**src/rtl/dice_tid_dispatcher.sv**
```systemverilog
`default_nettype none
// ============================================================================
// Module   : dice_tid_dispatcher
// Purpose  : Issues LANES linear thread IDs plus raster (x,y,z) coordinates per
//            beat for one CTA over a valid/ready handshake.
// Revision : 1.0 - initial release
// ============================================================================
module dice_tid_dispatcher #(
    parameter int TOTAL_TID = 512,
    parameter int TID_WIDTH = $clog2(TOTAL_TID),
    parameter int LANES     = 1,
    parameter int CNT_WIDTH = TID_WIDTH + 1
) (
    input  logic                         clk,
    input  logic                         rst,
    input  logic                         clr,
    input  logic                         start,
    input  logic                         enable,
    input  logic [TID_WIDTH-1:0]         max_tid,
    input  logic [TID_WIDTH-1:0]         ntid_x,
    input  logic [TID_WIDTH-1:0]         ntid_y,
    input  logic [TID_WIDTH-1:0]         ntid_z,
    input  logic                         ready,
    output logic                         valid,
    output logic [LANES-1:0]             lane_mask,
    output logic [LANES*TID_WIDTH-1:0]   dispatch_tid,
    output logic [LANES*TID_WIDTH-1:0]   tid_x,
    output logic [LANES*TID_WIDTH-1:0]   tid_y,
    output logic [LANES*TID_WIDTH-1:0]   tid_z,
    output logic                         busy,
    output logic                         done,
    output logic [CNT_WIDTH-1:0]         issued_count
);

    localparam int W  = TID_WIDTH + 1;
    localparam int FW = LANES * TID_WIDTH;

    typedef enum logic [1:0] {
        S_IDLE = 2'd0,
        S_RUN  = 2'd1,
        S_DONE = 2'd2
    } state_t;

    state_t                 state_q, state_d;
    logic [TID_WIDTH-1:0]   max_q, max_d, nx_q, nx_d, ny_q, ny_d, nz_q, nz_d;
    logic [W-1:0]           base_q, base_d;
    logic [TID_WIDTH-1:0]   bx_q, bx_d, by_q, by_d, bz_q, bz_d;
    logic                   last_q, last_d;
    logic                   valid_q, valid_d, busy_q, busy_d, done_q, done_d;
    logic [LANES-1:0]       mask_q, mask_d;
    logic [FW-1:0]          tid_q, tid_d, x_q, x_d, y_q, y_d, z_q, z_d;
    logic [CNT_WIDTH-1:0]   cnt_q, cnt_d;

    // Beat candidate built from the base counters
    logic [W-1:0]           w_t;
    logic [TID_WIDTH-1:0]   w_cx, w_cy, w_cz;
    logic [LANES-1:0]       w_mask;
    logic [FW-1:0]          w_tid, w_x, w_y, w_z;
    logic                   w_last;
    logic [CNT_WIDTH-1:0]   w_pop;
    logic                   w_acc;

    always_comb begin
        w_t    = '0;
        w_cx   = bx_q;
        w_cy   = by_q;
        w_cz   = bz_q;
        w_mask = '0;
        w_tid  = '0;
        w_x    = '0;
        w_y    = '0;
        w_z    = '0;
        for (int l = 0; l < LANES; l++) begin
            w_t = base_q + W'(l);
            if (w_t <= {1'b0, max_q}) begin
                w_mask[l]                           = 1'b1;
                w_tid[l*TID_WIDTH +: TID_WIDTH]     = w_t[TID_WIDTH-1:0];
                w_x[l*TID_WIDTH +: TID_WIDTH]       = w_cx;
                w_y[l*TID_WIDTH +: TID_WIDTH]       = w_cy;
                w_z[l*TID_WIDTH +: TID_WIDTH]       = w_cz;
            end
            // After the last lane this leaves the next beat's base coordinates
            if (w_cx == nx_q) begin
                w_cx = '0;
                if (w_cy == ny_q) begin
                    w_cy = '0;
                    if (w_cz == nz_q) w_cz = '0;
                    else              w_cz = w_cz + TID_WIDTH'(1);
                end else begin
                    w_cy = w_cy + TID_WIDTH'(1);
                end
            end else begin
                w_cx = w_cx + TID_WIDTH'(1);
            end
        end
        w_last = (base_q + W'(LANES - 1)) >= {1'b0, max_q};
    end

    always_comb begin
        w_pop = '0;
        for (int l = 0; l < LANES; l++) begin
            w_pop = w_pop + CNT_WIDTH'(mask_q[l]);
        end
    end

    assign w_acc = valid_q && ready;

    always_comb begin
        state_d = state_q;
        max_d   = max_q;
        nx_d    = nx_q;
        ny_d    = ny_q;
        nz_d    = nz_q;
        base_d  = base_q;
        bx_d    = bx_q;
        by_d    = by_q;
        bz_d    = bz_q;
        last_d  = last_q;
        valid_d = valid_q;
        busy_d  = busy_q;
        done_d  = done_q;
        mask_d  = mask_q;
        tid_d   = tid_q;
        x_d     = x_q;
        y_d     = y_q;
        z_d     = z_q;
        cnt_d   = cnt_q;
        case (state_q)
            S_IDLE, S_DONE: begin
                if (start) begin
                    state_d = S_RUN;
                    max_d   = max_tid;
                    nx_d    = ntid_x;
                    ny_d    = ntid_y;
                    nz_d    = ntid_z;
                    base_d  = '0;
                    bx_d    = '0;
                    by_d    = '0;
                    bz_d    = '0;
                    last_d  = 1'b0;
                    valid_d = 1'b0;
                    busy_d  = 1'b1;
                    done_d  = 1'b0;
                    mask_d  = '0;
                    tid_d   = '0;
                    x_d     = '0;
                    y_d     = '0;
                    z_d     = '0;
                    cnt_d   = '0;
                end
            end
            S_RUN: begin
                if (w_acc) cnt_d = cnt_q + w_pop;
                if (w_acc && last_q) begin
                    state_d = S_DONE;
                    valid_d = 1'b0;
                    busy_d  = 1'b0;
                    done_d  = 1'b1;
                    mask_d  = '0;
                    tid_d   = '0;
                    x_d     = '0;
                    y_d     = '0;
                    z_d     = '0;
                end else if (!valid_q || w_acc) begin
                    // A presented beat is never retracted; enable only gates new beats
                    if (enable) begin
                        valid_d = 1'b1;
                        last_d  = w_last;
                        mask_d  = w_mask;
                        tid_d   = w_tid;
                        x_d     = w_x;
                        y_d     = w_y;
                        z_d     = w_z;
                        base_d  = base_q + W'(LANES);
                        bx_d    = w_cx;
                        by_d    = w_cy;
                        bz_d    = w_cz;
                    end else begin
                        valid_d = 1'b0;
                        mask_d  = '0;
                        tid_d   = '0;
                        x_d     = '0;
                        y_d     = '0;
                        z_d     = '0;
                    end
                end
            end
            default: state_d = S_IDLE;
        endcase
    end

    always_ff @(posedge clk) begin
        if (rst || clr) begin
            state_q <= S_IDLE;
            max_q   <= '0;
            nx_q    <= '0;
            ny_q    <= '0;
            nz_q    <= '0;
            base_q  <= '0;
            bx_q    <= '0;
            by_q    <= '0;
            bz_q    <= '0;
            last_q  <= 1'b0;
            valid_q <= 1'b0;
            busy_q  <= 1'b0;
            done_q  <= 1'b0;
            mask_q  <= '0;
            tid_q   <= '0;
            x_q     <= '0;
            y_q     <= '0;
            z_q     <= '0;
            cnt_q   <= '0;
        end else begin
            state_q <= state_d;
            max_q   <= max_d;
            nx_q    <= nx_d;
            ny_q    <= ny_d;
            nz_q    <= nz_d;
            base_q  <= base_d;
            bx_q    <= bx_d;
            by_q    <= by_d;
            bz_q    <= bz_d;
            last_q  <= last_d;
            valid_q <= valid_d;
            busy_q  <= busy_d;
            done_q  <= done_d;
            mask_q  <= mask_d;
            tid_q   <= tid_d;
            x_q     <= x_d;
            y_q     <= y_d;
            z_q     <= z_d;
            cnt_q   <= cnt_d;
        end
    end

    assign valid        = valid_q;
    assign lane_mask    = mask_q;
    assign dispatch_tid = tid_q;
    assign tid_x        = x_q;
    assign tid_y        = y_q;
    assign tid_z        = z_q;
    assign busy         = busy_q;
    assign done         = done_q;
    assign issued_count = cnt_q;

endmodule
`default_nettype wire

```
**config.mk**
```make
export PLATFORM = sky130hd
export DESIGN_NAME = dice_tid_dispatcher
export DESIGN_NICKNAME = d
export VERILOG_FILES = /design/src/rtl/dice_tid_dispatcher.sv
export SDC_FILE = /design/constraint.sdc
export NUM_CORES = 1
export LEC_CHECK = 0
export BUFFER_PORTS_ARGS = -buffer_cell sky130_fd_sc_hd__buf_2
export CORE_MARGIN = 4
export CORE_UTILIZATION = 55
export CTS_BUF_LIST = sky130_fd_sc_hd__clkbuf_4
export CTS_CLUSTER_SIZE = 28
export DETAILED_ROUTE_END_ITERATION = 6
export GPL_ROUTABILITY_DRIVEN = 0
export PLACE_DENSITY = 0.78
export SLEW_MARGIN = 20
export SYNTH_ARGS = -nofsm -noshare
export SYNTH_HDL_FRONTEND = slang
export SYNTH_SLANG_ARGS = --single-unit
```
**constraint.sdc**
```tcl
create_clock -name clk -period 4.59 [get_ports clk]
set_clock_uncertainty 0.2 [all_clocks]
set_input_delay 0.2295 -clock clk [delete_from_list [all_inputs] [get_ports clk]]
set_output_delay 0.2295 -clock clk [all_outputs]
set_load 0.005 [all_outputs]
```
==> results_dict.tcl, run 1 <==
set metrics [dict create \
    status "completed" \
    grt_first_pass_wirelength_um 22700 \
    min_from "clr" \
    insertion_delay_ps 530 \
    numPortBuffers 91 \
    wl_per_cell_um 15.5 \
    rows 35 \
    crit_fanout 18 \
    min_period_ps 3170 \
    cts_root_buf "clkbuf_4" \
    place_hpwl_um 9030 \
    pin_count 92 \
    clockBufferDepth 2 \
    fp.dieH_um 107 \
    hold_violations 0 \
    n_fill_cell 748 \
    drive_above_1_share_pct 18.8 \
    path_cells "inv_1 -> ha_1 -> a21o_1 -> a211o_1 -> a2111oi_0 -> o211ai_1 -> nor2_2 -> buf_4 -> a22o_1" \
    grt_overflow_total 0 \
    area_growth_pct 23.9 \
    post_cts_resized 0 \
    max_freq_mhz 316 \
    postCtsSetupBuffers 0 \
    r2r-end "dispatch_tid[8]" \
    tns_ps 0 \
    rr_worst_depth 9 \
    dieArea_sq_um 11400 \
    cts_tree "yes" \
    ys_async_sr_fraction_pct 0 \
    ys_ff_latch 126 \
    slew_violations 0 \
    period_share_pct 69.0 \
    netlist_instances 615 \
    cts_hold_buffers 42 \
    vias_per_cell 5.59 \
    vias 4945 \
    synth_ff_type "dfxtp_1" \
    synth_edf_count 0 \
    synth_warnings 0 \
    antenna_found_initial 0 \
    min_to "bx_q[7]" \
    place_area_sq_um 5930 \
    detail-route-antenna-nets 0 \
    worst_slew_pin_slew_ps 1090 \
    yosysSeqAreaShare_pct 46.9 \
    antennaDiodeCount 0 \
    hp-class "in -> reg" \
    peakVddDrop_v 0.000310 \
    syn_area_sq_um 5370 \
    worst_setup_path_end_kind "flip-flop" \
    max_slew_margin_pct 26.7 \
    synth.avg_cell_area_sq_um 8.74 \
    critPathKind "reg -> reg" \
    grt_max_degree 41 \
    cp.required_ps 4860 \
    crit_path_start_kind "flip-flop" \
    fp.coreArea_sq_um 9370 \
    holdPathStages 4 \
    htree_levels 4 \
    clock_sinks 126 \
    cp.arrival_ps 3430 \
    setup_viol 0 \
    path_clk_slew_ps 130 \
    drv_cap 0 \
    rsz0062_at_grt "false" \
    final_area_sq_um 6660 \
    holdWs_ps 51.3 \
    p_leak_uw 0.00269 \
    syn_nets 672 \
    drc 0 \
    fin_nets 800 \
    cts_inserted_buffers 17 \
    grt_usage_pct 24.7 \
    fp.dieW_um 107 \
    drt-initial-drc-count 290 \
    synthDistinctLibCells 48 \
    grt_pass1_vias 4821 \
    reg2reg_slack_ps 1420 \
    initial_utilization_pct 57.3 \
    first_pass_iters 5 \
    drt_wl_total_um 13700 \
    slowest_delay_ps 620 \
    r2r_start "max_q[7]" \
    p_per_area_nw_per_um2 319 \
    slowest_stage "nor2_2" \
    crit_start "max_q[7]" \
]
==> how the worst max path moves through the flow <==
stage	end	slack [ps]	cells after the start
finish	dispatch_tid[8]	1420	9
floorplan	bz_q[7]	2040	8
detailed placement	tid_x[8]	1510	9
global placement	dispatch_tid[6]	1590	9
global route	dispatch_tid[5]	1260	9
CTS	dispatch_tid[8]	1460	9
==> cell families after synthesis <==
logic type,count (synthesis),synth area share (%)
flip-flops,126,46.9
adder cells (fa/ha/maj),15,3.49
multiplexers,2,0.373
buffers and inverters,48,3.63
XOR/XNOR,52,8.61
AO/OA/AOI/OAI,131,15.8
AND/OR/NAND/NOR,241,21.1
==> layout by cell type (no fill, tap or decap), types with 2 or more instances in the layout <==
cell / Yosys / routed
nor4_1: 2 / 2
nor3_1: 12 / 11
nand4_1: 14 / 14
ha_1: 15 / 15
inv_1: 16 / 16
buf_2: 0 / 91
dfxtp_1: 126 / 126
clkbuf_4: 0 / 17
xor2_1: 19 / 19
or2_2: 3 / 3
clkinv_4: 0 / 3
a21o_1: 3 / 3
or3_1: 7 / 7
a22o_1: 34 / 34
clkinvlp_4: 0 / 4
bufinv_16: 0 / 3
mux2i_1: 2 / 2
nor2b_1: 6 / 5
a21oi_1: 54 / 54
o211ai_1: 3 / 3
o31ai_1: 3 / 3
and3_1: 6 / 6
nand3_1: 28 / 28
nor3_2: 1 / 2
o21ai_0: 15 / 15
nand2b_1: 5 / 5
o22ai_1: 2 / 2
nand2_1: 104 / 104
a31oi_1: 7 / 7
inv_6: 0 / 4
buf_4: 0 / 8
dlygate4sd3_1: 0 / 42
or4_1: 7 / 7
nor2_1: 39 / 38
xnor2_1: 32 / 32
==> sequential cells by signal (all words and copies together), names as in the netlist <==
signal and cells:
dispatch_tid 9, ny_q 9, by_q 9, busy 1, issued_count 10, done 1, tid_z 9, valid 1
base_q 10, lane_mask 1, tid_x 9, state_q 2, nz_q 9, bx_q 9, max_q 9, nx_q 9
tid_y 9, last_q 1, bz_q 9
==> area by class of cell <==
class	instances	area, sq um	share of cell area (%)
multi-input combinational	441	2670	40.0
inverter	16	60.1	0.902
clock inverter	15	186	2.80
clock buffer	17	128	1.92
tap	129	161	2.42
sequential	126	2520	37.9
timing repair buffer	141	936	14.1
==> metrics by stage <==
| step | total power, uW | util, % | setup slack, ps | cells |
|---|---|---|---|---|
| 6_report | 2120 | 71.1 | 1420 | 885 |
| 3_3_place_gp | 1280 | 63.2 | 1590 | 811 |
| 5_1_grt | 2200 | 71.1 | 1260 | 885 |
| 3_5_place_dp | 1280 | 63.2 | 1510 | 811 |
| 4_1_cts | 2130 | 71.1 | 1460 | 885 |
| 2_1_floorplan | 1230 | - | 2040 | 615 |
==> routing by layer <==
layer	up-vias	share of wire, %	track usage, %
met2	160	49	42.5
met1	2351	44	31.0
met3	22	5.5	5.48
li1	2412	-	-
met5	-	0	0
met4	0	1.6	7.12
==> cells in the mapped netlist, types with 4 or more instances <==
| cell | n | share of area [%] |
|---|---|---|
| nor2b_1 | 6 | 0.70 |
| and3_1 | 6 | 0.70 |
| nand3_1 | 28 | 2.6 |
| dfxtp_1 | 126 | 47 |
| clkbuf_1 | 26 | 1.8 |
| nor2_1 | 39 | 2.7 |
| buf_1 | 4 | 0.28 |
| nand2_1 | 104 | 7.3 |
| inv_1 | 16 | 1.1 |
| a22o_1 | 34 | 5.5 |
| xor2_1 | 19 | 3.1 |
| a31oi_1 | 7 | 0.81 |
| a21oi_1 | 54 | 5.0 |
| or3_1 | 7 | 0.81 |
| o21ai_0 | 15 | 1.4 |
| nor3_1 | 12 | 1.1 |
| ha_1 | 15 | 3.5 |
| nand4_1 | 14 | 1.6 |
| nand2b_1 | 5 | 0.58 |
| xnor2_1 | 32 | 5.2 |
| or4_1 | 7 | 0.98 |
==> critical path: cells and delay by family, from the launching register on <==
| kind | cells | cell delay, ps |
|---|---|---|
| buffers and inverters | 2 | 410 |
| AO/OA/AOI/OAI | 5 | 1250 |
| flip-flops | 1 | 360 |
| adder cells (fa/ha/maj) | 1 | 300 |
| AND/OR/NAND/NOR | 1 | 620 |
==> report_power, final <==
group          internal (uW)  switching, uW  total [uW]
clock network            385            449         834
registers               1110           10.8        1120
logic                   73.0           99.7         173
No activity file was read; power rests on OpenSTA's default activity.
==> inputs of run 2 (changes only) <==
--- a/config.mk
+++ b/config.mk
@@ -7,7 +7,7 @@
 export LEC_CHECK = 0
 export BUFFER_PORTS_ARGS = -buffer_cell sky130_fd_sc_hd__buf_2
 export CORE_MARGIN = 4
-export CORE_UTILIZATION = 55
+export CORE_UTILIZATION = 52
 export CTS_BUF_LIST = sky130_fd_sc_hd__clkbuf_4
 export CTS_CLUSTER_SIZE = 28
 export DETAILED_ROUTE_END_ITERATION = 6
==> constraint.sdc (replaced) <==
create_clock -name clk -period 2.7 [get_ports clk]
set_clock_uncertainty 0.2 [all_clocks]
set_input_delay 0.135 -clock clk [delete_from_list [all_inputs] [get_ports clk]]
set_output_delay 0.135 -clock clk [all_outputs]
set_load 0.005 [all_outputs]
==> run 2 against run 1 <==
  * Routed wire length rose by 1.8%
  * First-iteration DRC count fell by 26%
  * Via count rose by 1.7%
  * Total power rose by 63%
  * Worst setup slack got worse by 1300 ps
  * Combinational power rose by 86%
  * Sequential cell count did not move
  * Critical path depth fell by 3
  * Sequential power rose by 70%
  * Register-to-register slack got worse by 1300 ps
  * Count of clock-buffer cells in the layout rose by 1
==> results_dict.tcl, run 2 (synthesized netlist as in run 1, its figures left out) <==
set metrics [dict create \
    grt_pass1_vias 4917 \
    grt_max_degree 41 \
    grt_overflow_total 0 \
    combPwrFrac_pct 9.3 \
    clockBufferDepth 2 \
    p_leak_uw 0.00275 \
    max_slew_margin_pct 58.9 \
    cts_root_buf "clkbuf_4" \
    n_fill_cell 793 \
    initial_utilization_pct 54.2 \
    clkPwrFrac_pct 35.8 \
    dieArea_sq_um 12000 \
    drt_wl_total_um 14000 \
    first_pass_iters 5 \
    multi_input_area_sq_um 2680 \
    power_uw 3450 \
    holdPathStages 4 \
    rr_worst_depth 6 \
    crit_fanout 5 \
    drv_cap 0 \
    gr-usage-met3_pct 5.64 \
    cts_inserted_buffers 17 \
    wl_per_cell_um 15.5 \
    vias_per_cell 5.56 \
    numPortBuffers 91 \
    clock_sinks 126 \
    pin_count 92 \
    p_seq_share_pct 54.9 \
    crit_start "bx_q[6]" \
    worst_setup_path_end_kind "flip-flop" \
    crit_path_start_kind "flip-flop" \
    place_hpwl_um 9390 \
    final_common_cell "dfxtp_1" \
    r2r_start "bx_q[6]" \
    htree_levels 4 \
    final_area_sq_um 6740 \
    drc 0 \
    place_area_sq_um 6040 \
    setup_viol 0 \
    grt_first_pass_wirelength_um 22700 \
    rows 36 \
    use_met1_pct 29.0 \
    cp.required_ps 2950 \
    insertion_delay_ps 520 \
    status "completed" \
    cts_tree "yes" \
    min_to "nz_q[0]" \
    slowest_delay_ps 720 \
    grtUsageMet2_pct 40.8 \
    area_growth_pct 25.5 \
    seq_area_sq_um 2520 \
    worst_slew_pin_slew_ps 616 \
    crit_buf_inv 0 \
    cp.arrival_ps 2840 \
    fin_nets 815 \
    slowest_stage "or4_2" \
    peakVddDrop_v 0.000268 \
    min_from "ntid_z[0]" \
    path_delay_family "simple AND/OR/NAND/NOR gates" \
    grt-busiest-layer "met2" \
    power_switching_uw 889 \
    vias 5029 \
    drt-initial-drc-count 215 \
    drive_above_1_share_pct 20.5 \
    path_clk_slew_ps 100 \
    min_period_ps 2590 \
    tns_ps 0 \
    antenna_found_initial 1 \
    detail-route-antenna-nets 0 \
    layout_common_cells "dfxtp_1, nand2_1, buf_2" \
    fp.dieH_um 110 \
    fp.coreArea_sq_um 9910 \
    max_freq_mhz 387 \
    fp.dieW_um 110 \
    hold_violations 0 \
    period_share_pct 95.8 \
    intPower_uw 2560 \
    dp_cells 828 \
    hp-class "in -> reg" \
    netSwitchingFraction_pct 25.7 \
    slew_violations 0 \
    r2r-end "bz_q[5]" \
    path_cells "xor2_1 -> nor4_2 -> nand3_2 -> or4_2 -> or3_1 -> o22ai_1" \
    reg2reg_slack_ps 110 \
    p_per_area_nw_per_um2 512 \
    instances_no_fill 904 \
    grt_usage_pct 23.9 \
    rsz0062_at_grt "false" \
    critPathKind "reg -> reg" \
]
## run 2: area by class of cell
| cell class | count | share of cell area, % |
|---|---|---|
| Clock inverter | 13 | 1.86 |
| Clock buffer | 18 | 2.00 |
| Inverter | 16 | 0.891 |
| Antenna cell | 1 | 0.0371 |
| Multi-Input combinational cell | 442 | 39.7 |
| Timing Repair Buffer | 155 | 15.6 |
| Tap cell | 133 | 2.47 |
| Sequential cell | 126 | 37.4 |
## run 2: worst max path at each step
stage	slack [ps]	cells past startpoint	endpoint
2_1_floorplan	150	8	bz_q[7]
3_3_place_gp	130	6	bz_q[8]
3_5_place_dp	70	6	bz_q[7]
4_1_cts	40	6	bz_q[7]
5_1_grt	4	8	dispatch_tid[3]
6_report	110	6	bz_q[5]
## run 2: per-stage QoR
| step | utilization (%) | setup WS [ps] | hold slack [ps] |
|---|---|---|---|
| floorplan | - | 148 | 71.0 |
| global placement | 61.0 | 131 | 176 |
| detailed placement | 61.0 | 66.8 | 182 |
| CTS | 67.7 | 44.1 | 168 |
| global route | 68.1 | 4.11 | 198 |
| finish | 68.1 | 113 | 187 |
## run 2: routing by layer
metal	up-vias	routed length, um
met5	-	0
met4	0	332
met3	34	848
met2	187	6920
met1	2368	5870
li1	2440	-
## run 2: worst min-delay path: stages
cell and delay, ps:
dlygate4sd3_1 530, buf_2 120, nand2_1 40, a21oi_1 50
## run 2: power by group through the flow
stage | clock network, uW | logic, uW | registers [uW]
3_3_place_gp | 0 | 249 | 1940
6_report | 1240 | 321 | 1900
4_1_cts | 1240 | 302 | 1900
2_1_floorplan | 0 | 164 | 1930
3_5_place_dp | 0 | 257 | 1940
5_1_grt | 1330 | 350 | 1900
## run 2: repair_timing
item | 4_1_cts | 5_1_grt
gates resized for setup | 0 | 3
hold endpoints to repair | 50 | 0
endpoints found under the setup margin | 0 | 8
hold buffers | 41 | 0
setup buffers | 0 | 2
==> inputs of run 3 (changes only) <==
--- a/config.mk
+++ b/config.mk
@@ -5,9 +5,10 @@
 export SDC_FILE = /design/constraint.sdc
 export NUM_CORES = 1
 export LEC_CHECK = 0
+export ABC_AREA = 1
 export BUFFER_PORTS_ARGS = -buffer_cell sky130_fd_sc_hd__buf_2
 export CORE_MARGIN = 4
-export CORE_UTILIZATION = 52
+export CORE_UTILIZATION = 53
 export CTS_BUF_LIST = sky130_fd_sc_hd__clkbuf_4
 export CTS_CLUSTER_SIZE = 28
 export DETAILED_ROUTE_END_ITERATION = 6
==> run 3 against run 2 <==
  * Cell area up 10%
  * Utilization up 0.93 points
  * Total power up 6.0%
  * First-iteration DRC count rose to 2.6 times the previous value
  * Via count up 17%
  * Sequential cell count unchanged
  * Sequential power about the same
  * Synthesized cell count up 35%
  * Register-to-register slack better by 150 ps
  * Largest cell class unchanged
  * Highest routed layer unchanged
==> results_dict.tcl, run 3 <==
set metrics [dict create \
    slowest_stage "dlygate4sd3_1" \
    fin_nets 1047 \
    reg2reg_slack_ps 260 \
    syn_area_sq_um 5830 \
    drt-initial-drc-count 567 \
    ys_async_sr_fraction_pct 0 \
    min_from "dispatch_tid[4]" \
    grt_usage_pct 25.0 \
    place_hpwl_um 9650 \
    insertion_delay_ps 550 \
    synth_most_common_cell "nand2_1" \
    dp_cells 1034 \
    hold_violations 0 \
    cp.arrival_ps 2810 \
    rsz0062_at_grt "false" \
    synth_top_cell_area_share_pct 43.3 \
    hp-class "reg -> reg" \
    netlist_instances 828 \
    path_delay_family "buffers and inverters" \
    synth_warnings 0 \
    holdPathStages 2 \
    status "completed" \
    cp.required_ps 2980 \
    yosysTopAreaCell "dfxtp_1" \
    initial_utilization_pct 54.0 \
    grt_first_pass_wirelength_um 26100 \
    synthDistinctLibCells 33 \
    peakVddDrop_v 0.000328 \
    grt_max_degree 55 \
    period_share_pct 93.6 \
    p_per_area_nw_per_um2 491 \
    tns_ps 0 \
    drive_above_1_share_pct 15.2 \
    pin_count 92 \
    rr_worst_depth 7 \
    htree_levels 4 \
    dieArea_sq_um 12700 \
    numPortBuffers 91 \
    wl_per_cell_um 13.5 \
    drc 0 \
    critPathKind "in -> reg" \
    synth.avg_cell_area_sq_um 7.04 \
    ys_ff_latch 126 \
    crit_fanout 50 \
    cts_root_buf "clkbuf_4" \
    max_slew_margin_pct 36.5 \
    worst_setup_path_end_kind "flip-flop" \
    slowest_delay_ps 610 \
    max_freq_mhz 396 \
    crit_path_start_kind "input pin" \
    layout_common_cells "nand2_1, dfxtp_1, nor2_1" \
    r2r-end "nz_q[0]" \
    syn_nets 885 \
    vias 5897 \
    final_common_cell "nand2_1" \
    grt_overflow_total 0 \
    clockBufferDepth 2 \
    synth_edf_count 0 \
    p_leak_uw 0.00315 \
    antenna_found_initial 0 \
    area_growth_pct 27.7 \
    path_cells "dlygate4sd3_1 -> buf_2 -> nor2_2 -> dlygate4sd3_1 -> buf_4 -> o21ai_0 -> dlygate4sd3_1 -> a21oi_1" \
    setup_viol 0 \
    detail-route-antenna-nets 0 \
    instances_no_fill 1143 \
    clock_sinks 126 \
    grt_pass1_vias 5591 \
    synthTopCellsByArea "dfxtp_1, nand2_1, a21oi_1" \
    min_to "dispatch_tid[4]" \
    drt_wl_total_um 15400 \
    cts_tree "yes" \
    fp.coreArea_sq_um 10800 \
    first_pass_iters 5 \
    min_period_ps 2530 \
    vias_per_cell 5.16 \
    antennaDiodeCount 0 \
    drv_cap 0 \
    rows 38 \
    fp.dieW_um 113 \
    crit_buf_inv 5 \
    fp.dieH_um 113 \
    cp_common_cell "dlygate4sd3_1" \
    yosysSeqAreaShare_pct 43.3 \
    path_clk_slew_ps 110 \
    synth_commonest_cells "nand2_1, dfxtp_1, nor2_1, a21oi_1, inv_1" \
    slew_violations 0 \
    r2r_start "state_q[0]" \
    cts_inserted_buffers 17 \
    synth_ff_type "dfxtp_1" \
    worst_slew_pin_slew_ps 949 \
    crit_start "rst" \
]
[run 3: changes by cell type after synthesis, sizes merged, moves of 12 or more]
cell,change
nor2,+86
a22o,-34
a21oi,+38
xnor2,-15
o21ai,+36
inv,+64
nand2,+71
nand3,+38
buf,+12
[run 3: cells by family after synthesis]
kind of cell             count (synthesis)  share of synthesized area [%]
AND/OR/NAND/NOR                        392                           28.3
XOR/XNOR                                26                           3.90
AO/OA/AOI/OAI                          150                           13.1
adder cells (fa/ha/maj)                 15                           3.22
flip-flops                             126                           43.3
buffers and inverters                  119                           8.26
[run 3: layout make-up]
class	instances	area [sq um]
clock inverters	15	148
inverters	80	300
fillers	911	3350
repair buffers	182	1330
flip-flops and latches	126	2520
multi-input cells	583	2840
well taps	140	175
clock buffers	17	128
[run 3: worst min-delay path, stage by stage (launching register included)]
cell and delay, ps:
dfxtp_1 320, nand2_1 60, a21oi_1 50
[run 3: worst max-delay path by stage]
stage / to / cells after the start
floorplan: tid_z[5] / 9
global placement: tid_y[2] / 9
detailed placement: tid_y[2] / 9
CTS: nz_q[3] / 7
global route: ny_q[3] / 8
finish: max_q[8] / 8
[run 3: what timing repair did]
action | CTS | global route
setup buffers | 0 | 0
endpoints found under the hold margin | 64 | 0
resized for setup | 0 | 1
setup endpoints to repair | 0 | 5
hold buffers | 77 | 0
[run 3: routing by layer]
| layer | vias to the layer above | GRT usage (%) | wire, um |
|---|---|---|---|
| met2 | 166 | 39.7 | 7150 |
| met4 | 0 | 10.8 | 386 |
| met3 | 35 | 5.83 | 876 |
| li1 | 2997 | - | - |
| met1 | 2699 | 32.7 | 7030 |
| met5 | - | 0 | 0 |
[run 3: stage by stage]
stage	setup slack (ps)	util (%)	total power (uW)	instance area, sq um	hold slack [ps]
6_report	172	69.0	3660	7450	267
5_1_grt	39.0	69.0	3820	7450	257
4_1_cts	200	68.9	3650	7440	211
3_5_place_dp	573	59.3	2320	6390	162
3_3_place_gp	567	59.3	2320	6390	157
2_1_floorplan	780	-	2210	5830	69.9
[run 3: where the power goes]
| group | internal (uW) | leakage [uW] | switching [uW] |
|---|---|---|---|
| logic | 187 | 0.00199 | 269 |
| clock network | 542 | 0.000139 | 740 |
| registers | 1890 | 0.00102 | 29.3 |
| total | 2620 | 0.00315 | 1040 |
